$ cat src/rtl/div_unit_pkg.sv
// Shared constants for the EX-stage divider: FSM state codes and handshake levels.
package div_unit_pkg;

    typedef enum logic [1:0] {
        DIV_FREE    = 2'b00,
        DIV_BY_ZERO = 2'b01,
        DIV_ON      = 2'b10,
        DIV_END     = 2'b11
    } div_state_t;

    localparam logic DIV_RESULT_READY     = 1'b1;
    localparam logic DIV_RESULT_NOT_READY = 1'b0;
    localparam logic DIV_START            = 1'b1;
    localparam logic DIV_STOP             = 1'b0;
    localparam logic STALL_YES            = 1'b1;
    localparam logic STALL_NO             = 1'b0;

endpackage

$ cat src/rtl/div_unit.sv
// Multi-cycle radix-2 restoring divider (signed/unsigned) that stalls the pipeline
// while busy and returns {remainder, quotient} for the HI/LO write path.
module div_unit
    import div_unit_pkg::*;
#(
    parameter int DATA_W = 32
) (
    input  logic                  clk,
    input  logic                  rst,
    input  logic                  start_i,
    input  logic                  annul_i,
    input  logic                  signed_i,
    input  logic [DATA_W-1:0]     opdata1_i,
    input  logic [DATA_W-1:0]     opdata2_i,
    output logic [2*DATA_W-1:0]   result_o,
    output logic                  ready_o,
    output logic                  stallreq_o
);

    localparam int CNT_W = $clog2(DATA_W) + 1;
    localparam logic [CNT_W-1:0] LAST_CNT = CNT_W'(DATA_W - 1);

    div_state_t            state_reg, state_next;
    logic [CNT_W-1:0]      cnt_reg, cnt_next;
    logic [2*DATA_W:0]     part_reg, part_next;
    logic [DATA_W-1:0]     divisor_reg, divisor_next;
    logic                  quo_neg_reg, quo_neg_next;
    logic                  rem_neg_reg, rem_neg_next;
    logic [2*DATA_W-1:0]   result_reg, result_next;

    logic                  trial_ge;
    logic [DATA_W-1:0]     trial_diff;
    logic [2*DATA_W:0]     part_step;
    logic [DATA_W-1:0]     quo_fix, rem_fix;
    logic                  abandon;

    function automatic logic [DATA_W-1:0] negate(input logic [DATA_W-1:0] v);
        return '0 - v;
    endfunction

    function automatic logic [DATA_W-1:0] abs_val(input logic [DATA_W-1:0] v, input logic sgn);
        return (sgn && v[DATA_W-1]) ? negate(v) : v;
    endfunction

    // part_reg holds {remainder, unconsumed dividend bits / quotient bits, spare}.
    // The trial window is the top DATA_W+1 bits: remainder shifted with the next dividend bit.
    assign trial_ge   = part_reg[2*DATA_W:DATA_W] >= {1'b0, divisor_reg};
    assign trial_diff = part_reg[2*DATA_W-1:DATA_W] - divisor_reg;
    assign part_step  = trial_ge ? {trial_diff, part_reg[DATA_W-1:0], 1'b1}
                                 : {part_reg[2*DATA_W-1:0], 1'b0};

    assign quo_fix = quo_neg_reg ? negate(part_step[DATA_W-1:0]) : part_step[DATA_W-1:0];
    assign rem_fix = rem_neg_reg ? negate(part_step[2*DATA_W:DATA_W+1])
                                 : part_step[2*DATA_W:DATA_W+1];

    // Dropping start_i before the result is seen is treated exactly like an annul.
    assign abandon = annul_i || (start_i == DIV_STOP);

    always_comb begin
        state_next   = state_reg;
        cnt_next     = cnt_reg;
        part_next    = part_reg;
        divisor_next = divisor_reg;
        quo_neg_next = quo_neg_reg;
        rem_neg_next = rem_neg_reg;
        result_next  = result_reg;
        ready_o      = DIV_RESULT_NOT_READY;
        stallreq_o   = STALL_NO;

        case (state_reg)
            DIV_FREE: begin
                if (start_i == DIV_START && !annul_i) begin
                    stallreq_o   = STALL_YES;
                    cnt_next     = '0;
                    quo_neg_next = signed_i && (opdata1_i[DATA_W-1] ^ opdata2_i[DATA_W-1]);
                    rem_neg_next = signed_i && opdata1_i[DATA_W-1];
                    divisor_next = abs_val(opdata2_i, signed_i);
                    part_next    = {{DATA_W{1'b0}}, abs_val(opdata1_i, signed_i), 1'b0};
                    state_next   = (opdata2_i == '0) ? DIV_BY_ZERO : DIV_ON;
                end
            end
            DIV_BY_ZERO: begin
                stallreq_o = STALL_YES;
                if (abandon) begin
                    state_next = DIV_FREE;
                end else begin
                    result_next = '0;
                    state_next  = DIV_END;
                end
            end
            DIV_ON: begin
                stallreq_o = STALL_YES;
                if (abandon) begin
                    state_next = DIV_FREE;
                end else begin
                    part_next = part_step;
                    cnt_next  = cnt_reg + CNT_W'(1);
                    if (cnt_reg == LAST_CNT) begin
                        result_next = {rem_fix, quo_fix};
                        state_next  = DIV_END;
                    end
                end
            end
            DIV_END: begin
                ready_o = DIV_RESULT_READY;
                if (abandon) begin
                    state_next = DIV_FREE;
                end
            end
            default: begin
                state_next = DIV_FREE;
            end
        endcase
    end

    always_ff @(posedge clk) begin
        if (rst) begin
            state_reg   <= DIV_FREE;
            cnt_reg     <= '0;
            part_reg    <= '0;
            divisor_reg <= '0;
            quo_neg_reg <= 1'b0;
            rem_neg_reg <= 1'b0;
            result_reg  <= '0;
        end else begin
            state_reg   <= state_next;
            cnt_reg     <= cnt_next;
            part_reg    <= part_next;
            divisor_reg <= divisor_next;
            quo_neg_reg <= quo_neg_next;
            rem_neg_reg <= rem_neg_next;
            result_reg  <= result_next;
        end
    end

    assign result_o = result_reg;

endmodule

$ cat config.mk
export PLATFORM = sky130hd
export DESIGN_NAME = div_unit
export DESIGN_NICKNAME = d
export VERILOG_FILES = /design/src/rtl/div_unit_pkg.sv /design/src/rtl/div_unit.sv
export SDC_FILE = /design/constraint.sdc
export NUM_CORES = 1
export LEC_CHECK = 0
export CAP_MARGIN = 20
export CORE_ASPECT_RATIO = 1.4
export CORE_MARGIN = 2
export CORE_UTILIZATION = 30
export DETAILED_ROUTE_END_ITERATION = 10
export DONT_BUFFER_PORTS = 1
export MAX_ROUTING_LAYER = met4
export PLACE_DENSITY = 0.46
export SLEW_MARGIN = 20
export SYNTH_ARGS = -nofsm -noshare
export SYNTH_HDL_FRONTEND = slang
export SYNTH_SLANG_ARGS = --single-unit
$ cat constraint.sdc
create_clock -name clk -period 13.65 [get_ports clk]
set_input_delay 2.0475 -clock clk [delete_from_list [all_inputs] [get_ports clk]]
set_output_delay 2.0475 -clock clk [all_outputs]
set_load 0.05 [all_outputs]
==> results of run 1 <==
-- per-layer routing --
metal  vias to the layer above  share of wire, %  global-route usage [%]  wire [um]
met3                        81               3.1                   3.088       1287
met4                         0               5.4                   11.40       2273
met5                         -                 0                       -          0
li1                       5694                 -                       -          -
met2                       231                55                   39.67      23130
met1                      5371                37                   20.02      15440
-- metrics by stage --
| stage | worst slack, ns | util [%] |
|---|---|---|
| finish | 7.629 | 32.79 |
| global route | 7.461 | 32.79 |
| CTS | 7.585 | 32.79 |
| detailed placement | 7.592 | 31.30 |
| global placement | 7.604 | 31.29 |
| floorplan | 7.816 | - |
-- synthesized netlist by cell type (4+ instances only) --
cell type / n / area [um^2]
a21oi_1: 109 / 545.5
ha_1: 42 / 525.5
nand2b_1: 8 / 50.05
and2_1: 12 / 75.07
nor2_1: 181 / 679.4
xor2_1: 69 / 604.3
buf_2: 24 / 120.1
or4_1: 7 / 52.55
or2_2: 6 / 37.54
nor3_1: 35 / 175.2
or3_1: 20 / 125.1
o41ai_1: 8 / 70.07
and3_1: 4 / 25.02
nand2_1: 290 / 1089
nor4_1: 17 / 106.4
o211ai_1: 9 / 67.56
nand4_1: 15 / 93.84
a311oi_1: 5 / 43.79
mux2_2: 5 / 56.30
a211oi_1: 39 / 292.8
nand3b_1: 8 / 60.06
a21oi_2: 5 / 43.79
nor2b_1: 6 / 37.54
nor4b_1: 5 / 43.79
inv_1: 57 / 214.0
o31ai_1: 25 / 187.7
mux2i_1: 8 / 80.08
clkbuf_1: 72 / 270.3
o21ai_1: 8 / 40.04
buf_1: 7 / 26.28
a22oi_1: 53 / 397.9
o21ai_0: 124 / 620.6
dfxtp_1: 171 / 3423
nand3_1: 26 / 130.1
a21o_1: 9 / 67.56
xnor2_1: 65 / 569.3
o2111ai_1: 6 / 52.55
a31oi_1: 11 / 68.82
-- layout by cell type, fill, tap and decap left out, types with 15 or more instances in the layout --
cell / netlist / routed
o31ai_1: 25 / 25
a211oi_1: 39 / 39
or3_1: 20 / 20
nor3_1: 35 / 35
nand3_1: 26 / 26
a22oi_1: 53 / 53
clkbuf_16: 0 / 17
ha_1: 42 / 41
xnor2_1: 65 / 65
xor2_1: 69 / 69
a21oi_1: 109 / 109
nor4_1: 17 / 17
nand4_1: 15 / 15
o21ai_0: 124 / 123
dfxtp_1: 171 / 171
nor2_1: 181 / 180
nand2_1: 290 / 290
inv_1: 57 / 57
-- power by group --
part | switching (mW) | internal, mW
Clock | 0.235 | 0.265
Combinational | 0.637 | 0.305
Sequential | 0.0608 | 0.542
Total | 0.933 | 1.11
-- final cells by class --
| cell class | instances | share of cell area [%] |
|---|---|---|
| clock buffers | 19 | 3.421 |
| clock inverters | 13 | 1.131 |
| inverters | 58 | 1.681 |
| multi-input cells | 1317 | 61.59 |
| flip-flops and latches | 171 | 26.44 |
| well taps | 528 | 5.102 |
| repair buffers | 11 | 0.6377 |
-- worst min-delay path: cells and delay by family (launching register included) --
| kind | cells | cell delay, ns |
|---|---|---|
| AOI/OAI and AO/OA | 1 | 0.05 |
| DFF | 1 | 0.31 |
| and+or+nand+nor | 1 | 0.05 |
-- path summary, 6_finish.rpt --
kind              cells after the start              end            start
setup / recovery                      5       stallreq_o          start_i
hold / removal                        2  divisor_reg[31]  divisor_reg[31]
setup reg to reg                     17     result_o[48]     part_reg[50]
hold reg to reg                       2  divisor_reg[31]  divisor_reg[31]
-- cell families (layout without fill, tap and decap cells) --
logic type / Yosys count / count (layout)
multiplexers: 13 / 13
AND/OR/NAND/NOR: 670 / 670
AO/OA/AOI/OAI: 457 / 457
buffers and inverters: 165 / 101
adder cells (fa/ha/maj): 43 / 43
flip-flops: 171 / 171
XOR/XNOR: 134 / 134
==> metrics.yaml, run 1 <==
layout:
  largest_register_ffs: 65
  fillers: 4312
  synthToLayoutAreaGrowth_pct: 7.489
  layout-drive-gt1-share_pct: 6.042
  final_area_um2: 12950
  nets: 1688
  multiInputGateArea_um2: 7975
  seqCellArea_um2: 3423
  antennaDiodeCount: 0
  finalNonFillerCells: 2117
route:
  wl_per_cell_um: 19.90
  num_vias: 11380
  drc: 0
  vias_per_cell: 5.374
  wl_mm: 42.13
  firstDrtPassIters: 5
  ant_nets: 0
  drt_iter0_drc: 784
yosys:
  ys_warn_count: 0
  synth_fa_ha_area_share_pct: 4.528
  ys_types: 91
  ys_seq_area_share_pct: 28.42
  syn_area_um2: 12050
  synth_compound_area_share_pct: 24.97
  muxShareOfSynthArea_pct: 1.132
  async_flop_share_pct: 0
  avgSynthCellArea_um2: 7.288
  syn-num-nets: 1765
  synth_edf_count: 0
  synth_ff_type: "dfxtp_1"
  synth_top_family_by_area: "simple AND/OR/NAND/NOR gates"
  syn_inst: 1653
  yosys.area_share.xor_xnor_pct: 9.742
  synth-simple-area-share_pct: 25.65
  ys_ff_latch: 171
placed_design:
  place_area_um2: 12360
  post-place-cells: 2085
  dp_hpwl_mm: 32.15
  port-buffer-count: 0
  place_congestion: 0.9111
floorplan:
  initial_core_util_pct: 30.51
  dieArea_um2: 41800
  io_pins: 135
  fp.dieW_um: 173.4
  row_count: 86
  fp.coreArea_um2: 39490
  die-height_um: 241.1
sta:
  max_freq_mhz: 166.1
  finalSetupViolCount: 0
  hold_ws_ns: 0.4547
  rsz0062_at_grt: "no"
  slew_viol_final: 0
  clock_skew_ns: 0.01921
  slew_headroom_pct: 25.90
  fin_crit_ns: 6.021
  fin_setup_tns_ns: 0
  min_period_over_period_pct: 44.11
  hold_violations: 0
  tightest_slew_ns: 1.104
clocking:
  cts-root-buf: "clkbuf_16"
  cts_inserted_buffers: 17
  cts_htree_levels: 4
  path_clk_slew_ns: 0.07
  clk_latency_ns: 0.46
  cts_setup_buffers: 0
  post_cts_resized: 0
  cts_tree: "built"
  clkSinkCount: 171
  clock_path_buffers: 2
  hold_buffers: 0
worst_setup_path:
  startpoint_type: "input port"
  cp_data_required_time_ns: 11.60
  path_class: "input port to output port"
  endpoint_kind: "output port"
  r2r_setup_slack_ns: 8.08
  crit_buf_inv: 1
  max_stage_delay_ns: 0.69
  crit_top_cell: "nor2_1"
  critPathArrivalTime_ns: 3.97
  crit_path_top_delay_cell: "nor2_1"
  crit_chain: "nor2b_1 -> and2_2 -> buf_4 -> nor2_1 -> nor2_1"
  path_max_fanout: 65
  crit_family: "simple AND/OR/NAND/NOR gates"
run_status:
  status: "completed"
pwr:
  ir_worst_vdd_v: 0.00007692
  pwr_density_cell_nw_per_um2: 157.9
  totalPowerFinal_mw: 2.044
  leakage_nw: 4.663
global_routing:
  grt_max_degree: 141
  first_global_vias: 11170
  antenna_found_initial: 0
  gr-total-overflow: 0
  grt_pass1_wl_mm: 64.74
  grt_util_all_layers_pct: 20.75
worst_hold_path:
  min_path_type: "register to register"
flow_run:
  drv_cap: 0
Note: power is estimated with default switching activity, not from simulation.
==> inputs of run 2 (changes only) <==
--- a/config.mk
+++ b/config.mk
@@ -12,7 +12,7 @@
 export DETAILED_ROUTE_END_ITERATION = 10
 export DONT_BUFFER_PORTS = 1
 export MAX_ROUTING_LAYER = met4
-export PLACE_DENSITY = 0.46
+export PLACE_DENSITY = 0.47
 export SLEW_MARGIN = 20
 export SYNTH_ARGS = -nofsm -noshare
 export SYNTH_HDL_FRONTEND = slang
==> constraint.sdc (replaced) <==
create_clock -name clk -period 5.2 [get_ports clk]
set_input_delay 0.78 -clock clk [delete_from_list [all_inputs] [get_ports clk]]
set_output_delay 0.78 -clock clk [all_outputs]
set_load 0.05 [all_outputs]
==> run 2 against run 1 <==
  * Hold slack got worse by 0.041 ns
  * Via count up 1.6%
  * Worst setup slack lost 7.2 ns
  * Largest cell class unchanged
==> metrics.yaml, run 2 (same netlist as run 1, synthesis figures left out) <==
run_status:
  status: "completed"
worst_setup_path:
  critPathArrivalTime_ns: 5.12
  path_class: "register to register"
  endpoint_kind: "register"
  cp_data_required_time_ns: 5.55
  path_max_fanout: 12
  reg2reg_depth: 18
  startpoint_type: "register"
pwr:
  leakage_nw: 4.732
  ir_worst_vdd_v: 0.0001856
  pwr_density_cell_nw_per_um2: 414.4
placed_design:
  place_congestion: 0.8996
  port-buffer-count: 0
  dp_hpwl_mm: 33.59
layout:
  utilization_pct: 33.06
  most-common-layout-cells: "nand2_1 (290), nor2_1 (180), dfxtp_1 (171)"
  final_common_cell: "nand2_1"
  largest_register_ffs: 65
  nets: 1702
  synthToLayoutAreaGrowth_pct: 8.371
  antennaDiodeCount: 0
  fillers: 4316
  layout-drive-gt1-share_pct: 6.862
floorplan:
  initial_core_util_pct: 30.51
  row_count: 86
  dieArea_um2: 41800
  die-height_um: 241.1
  io_pins: 135
  fp.dieW_um: 173.4
  fp.coreArea_um2: 39490
clocking:
  clkSinkCount: 171
  path_clk_slew_ns: 0.08
  cts_htree_levels: 4
  cts-root-buf: "clkbuf_16"
  cts_inserted_buffers: 17
  cts_tree: "built"
  hold_buffers: 0
  clock_path_buffers: 2
  clk_latency_ns: 0.47
sta:
  min_period_over_period_pct: 91.71
  slew_headroom_pct: 32.69
  rsz0062_at_grt: "no"
  fin_setup_tns_ns: 0
  max_freq_mhz: 209.7
  hold_ws_ns: 0.4134
  clock_skew_ns: 0.01380
  slew_viol_final: 0
  tightest_slew_ns: 1.001
  fin_crit_ns: 4.769
  finalSetupViolCount: 0
  hold_violations: 0
flow_run:
  drv_cap: 0
global_routing:
  gr-total-overflow: 0
  first_global_vias: 11390
  grt_max_degree: 141
  grt_pass1_wl_mm: 66.49
  grt_util_all_layers_pct: 21.38
  antenna_found_initial: 0
route:
  firstDrtPassIters: 5
  num_vias: 11560
  drc: 0
  wl_per_cell_um: 20.39
  ant_nets: 0
  wl_mm: 43.44
  vias_per_cell: 5.425
  drt_iter0_drc: 727
worst_hold_path:
  whs_path_depth: 1
  min_path_type: "input port to register"
## run 2: layout make-up
class                           count  area [um^2]  area share [%]
Clock buffer                       17        425.4           3.259
Clock inverter                     15        167.7           1.284
Inverter                           58        217.7           1.668
Multi-Input combinational cell   1317         7973           61.07
Sequential cell                   171         3423           26.22
Tap cell                          528        660.6           5.060
Timing Repair Buffer               25        187.7           1.438
## run 2: metrics by stage
step | power (mW) | area, um^2 | setup slack (ns) | std cells
final | 5.411 | 13060 | 0.4312 | 2131
after global routing | 5.773 | 13060 | 0.1452 | 2131
after CTS | 5.465 | 13060 | 0.4238 | 2131
after detailed placement | 4.138 | 12460 | 0.4232 | 2099
after global placement | 4.137 | 12460 | 0.4537 | 2099
after floorplan | 3.410 | 12050 | 0.4834 | 1653
## run 2: power by group
group | switching (mW) | internal, mW
combinational | 1.69 | 0.828
sequential | 0.166 | 1.42
clock | 0.663 | 0.646
## run 2: repair_timing
action	CTS	global route
resized for setup	0	1
setup buffers	0	0
endpoints found under the setup margin	0	1
## run 2: final timing paths
path | startpoint | to | slack, ns
max | part_reg[52] | result_o[60] | 0.43
min | rst | divisor_reg[9] | 0.41
min reg2reg | divisor_reg[31] | divisor_reg[31] | 0.46
max reg2reg | part_reg[52] | result_o[60] | 0.43
## run 2: per-layer routing
metal	track usage (%)	wire length, um
met5	-	0
met4	13.05	2514
met3	3.009	1501
met2	40.44	23810
met1	20.58	15620
## run 2: critical path, stage by stage, from the launching register on
cell,delay (ns)
dfxtp_1,0.48
ha_1,0.35
a21oi_2,0.23
o21ai_2,0.11
a221o_1,0.40
or2_4,0.26
o211ai_4,0.21
nand2_4,0.16
mux2i_1,0.24
ha_1,0.24
nand2_1,0.16
or3_1,0.43
nor3_1,0.33
nand3_1,0.18
o41ai_4,0.09
nand4_2,0.22
o31ai_1,0.29
xor2_1,0.19
o21ai_1,0.07
==> inputs of run 3 (changes only) <==
--- a/config.mk
+++ b/config.mk
@@ -12,7 +12,8 @@
 export DETAILED_ROUTE_END_ITERATION = 10
 export DONT_BUFFER_PORTS = 1
 export MAX_ROUTING_LAYER = met4
-export PLACE_DENSITY = 0.47
+export PLACE_DENSITY = 0.45
+export REMOVE_ABC_BUFFERS = 1
 export SLEW_MARGIN = 20
 export SYNTH_ARGS = -nofsm -noshare
 export SYNTH_HDL_FRONTEND = slang
==> run 3 against run 2 <==
  * Maximum frequency decreased by 1.4%
  * Worst setup slack got worse by 0.070 ns
  * Total power decreased by 1.2%
  * Flip-flop and latch count unchanged
  * Utilization about the same
  * Cell count increased by 0.14%
  * First-iteration DRC count increased by 9.8%
  * Clock power decreased by 5%
  * Sequential share of layout area about the same
  * Non-clock buffer count increased by 3
  * Via count increased by 0.28%
  * Hold slack got worse by 0.013 ns
  * Critical path type unchanged
==> metrics.yaml, run 3 (same netlist as run 1, synthesis figures left out) <==
layout:
  most-common-layout-cells: "nand2_1 (290), nor2_1 (180), dfxtp_1 (171)"
  finalNonFillerCells: 2134
  final_common_cell: "nand2_1"
  final_area_um2: 13050
  nets: 1705
  utilization_pct: 33.04
  fillers: 4351
  layout-drive-gt1-share_pct: 6.974
  synthToLayoutAreaGrowth_pct: 8.299
  antennaDiodeCount: 0
  largest_register_ffs: 65
worst_setup_path:
  crit_family: "simple AND/OR/NAND/NOR gates"
  crit_chain: "ha_1 -> nand2_1 -> o21ai_2 -> a221o_1 -> or2_4 -> o211ai_4 -> nand2_4 -> mux2i_1 -> ha_1 -> nand2_1 -> or3_1 -> or4_4 -> o41ai_4 -> nand4_2 -> o31ai_1 -> xor2_1 -> o21ai_1"
  path_class: "register to register"
  crit_buf_inv: 0
  r2r_setup_slack_ns: 0.36
  startpoint_type: "register"
  path_max_fanout: 6
  max_stage_delay_ns: 0.48
  endpoint_kind: "register"
  cp_data_required_time_ns: 5.54
  critPathArrivalTime_ns: 5.18
  crit_path_top_delay_cell: "dfxtp_1"
floorplan:
  io_pins: 135
  row_count: 86
  dieArea_um2: 41800
  fp.dieW_um: 173.4
  fp.coreArea_um2: 39490
  initial_core_util_pct: 30.51
  die-height_um: 241.1
sta:
  slew_headroom_pct: 30.12
  hold_violations: 0
  hold_ws_ns: 0.4002
  fin_setup_tns_ns: 0
  rsz0062_at_grt: "no"
  fin_crit_ns: 4.838
  tightest_slew_ns: 1.046
  finalSetupViolCount: 0
  clock_skew_ns: 0.01719
  worst_slack_ns: 0.3616
  slew_viol_final: 0
  max_freq_mhz: 206.7
  min_period_over_period_pct: 93.05
clocking:
  cts_inserted_buffers: 17
  cts_tree: "built"
  cts_htree_levels: 4
  clkSinkCount: 171
  clock_path_buffers: 2
  cts-root-buf: "clkbuf_16"
  hold_buffers: 0
  path_clk_slew_ns: 0.07
  clk_latency_ns: 0.46
worst_hold_path:
  min_path_type: "input port to register"
global_routing:
  gr-total-overflow: 0
  grt_max_degree: 141
  first_global_vias: 11530
  antenna_found_initial: 0
  grt_util_all_layers_pct: 21.41
  grt_pass1_wl_mm: 67.02
placed_design:
  place_area_um2: 12480
  place_congestion: 0.9312
  place_ws_ns: 0.3382
  port-buffer-count: 0
  post-place-cells: 2100
  dp_hpwl_mm: 32.51
pwr:
  power.internal_mw: 2.892
  power_frac_comb_pct: 47.2
  ir_worst_vdd_v: 0.0002226
  power_frac_clock_pct: 23.3
  pwr_density_cell_nw_per_um2: 409.6
  p_sw_share_pct: 45.88
  leakage_nw: 4.721
  p_seq_share_pct: 29.4
  p_sw_mw: 2.452
  totalPowerFinal_mw: 5.344
route:
  firstDrtPassIters: 6
  wl_per_cell_um: 20.33
  num_vias: 11590
  vias_per_cell: 5.433
  drt_iter0_drc: 798
  wl_mm: 43.38
  ant_nets: 0
  drc: 0
run_status:
  status: "completed"
flow_run:
  drv_cap: 0
[run 3: cell count changes in the layout (fill, tap and decap cells not counted), sizes merged]
cell | previous run | this run
clkinvlp | 0 | 5
clkbuf | 17 | 19
buf | 25 | 28
inv | 66 | 64
clkinv | 7 | 2
[run 3: metal layers]
metal	track usage (%)	part of all wire, %	vias to the layer above
met5	-	0	-
met4	11.17	5.2	0
met3	3.749	3.9	83
met2	39.77	53	292
met1	21.46	38	5506
li1	-	-	5712
[run 3: final timing paths]
check / start / cells after the start / endpoint
setup / recovery: part_reg[51] / 17 / result_o[60]
hold / removal: rst / 1 / divisor_reg[24]
setup reg to reg: part_reg[51] / 17 / result_o[60]
hold reg to reg: divisor_reg[31] / 2 / divisor_reg[31]
[run 3: worst register-to-register path, stage by stage (launching register included)]
cell      delay (ns)
dfxtp_1         0.48
ha_1            0.37
nand2_1         0.20
o21ai_2         0.13
a221o_1         0.41
or2_4           0.26
o211ai_4        0.29
nand2_4         0.13
mux2i_1         0.25
ha_1            0.25
nand2_1         0.09
or3_1           0.35
or4_4           0.48
o41ai_4         0.27
nand4_2         0.22
o31ai_1         0.30
xor2_1          0.18
o21ai_1         0.07
[run 3: final cells by class]
cell class	instances	area (um^2)	share of cell area (%)
Clock buffer	19	442.9	3.395
Timing Repair Buffer	28	210.2	1.611
Multi-Input combinational cell	1317	7985	61.21
Tap cell	528	660.6	5.064
Inverter	58	217.7	1.669
Sequential cell	171	3423	26.24
Clock inverter	13	106.4	0.8152
[run 3: power groups by stage]
stage	sequential, mW	combinational (mW)	clock [mW]
detailed placement	1.60	2.53	0
global placement	1.60	2.54	0
global route	1.59	2.78	1.34
finish	1.57	2.52	1.25
CTS	1.58	2.54	1.29
floorplan	1.57	1.75	0
[run 3: repair_timing]
item	in CTS	in global routing
endpoints found under the setup margin	0	3
buffers inserted	0	2
gates resized for setup	0	1
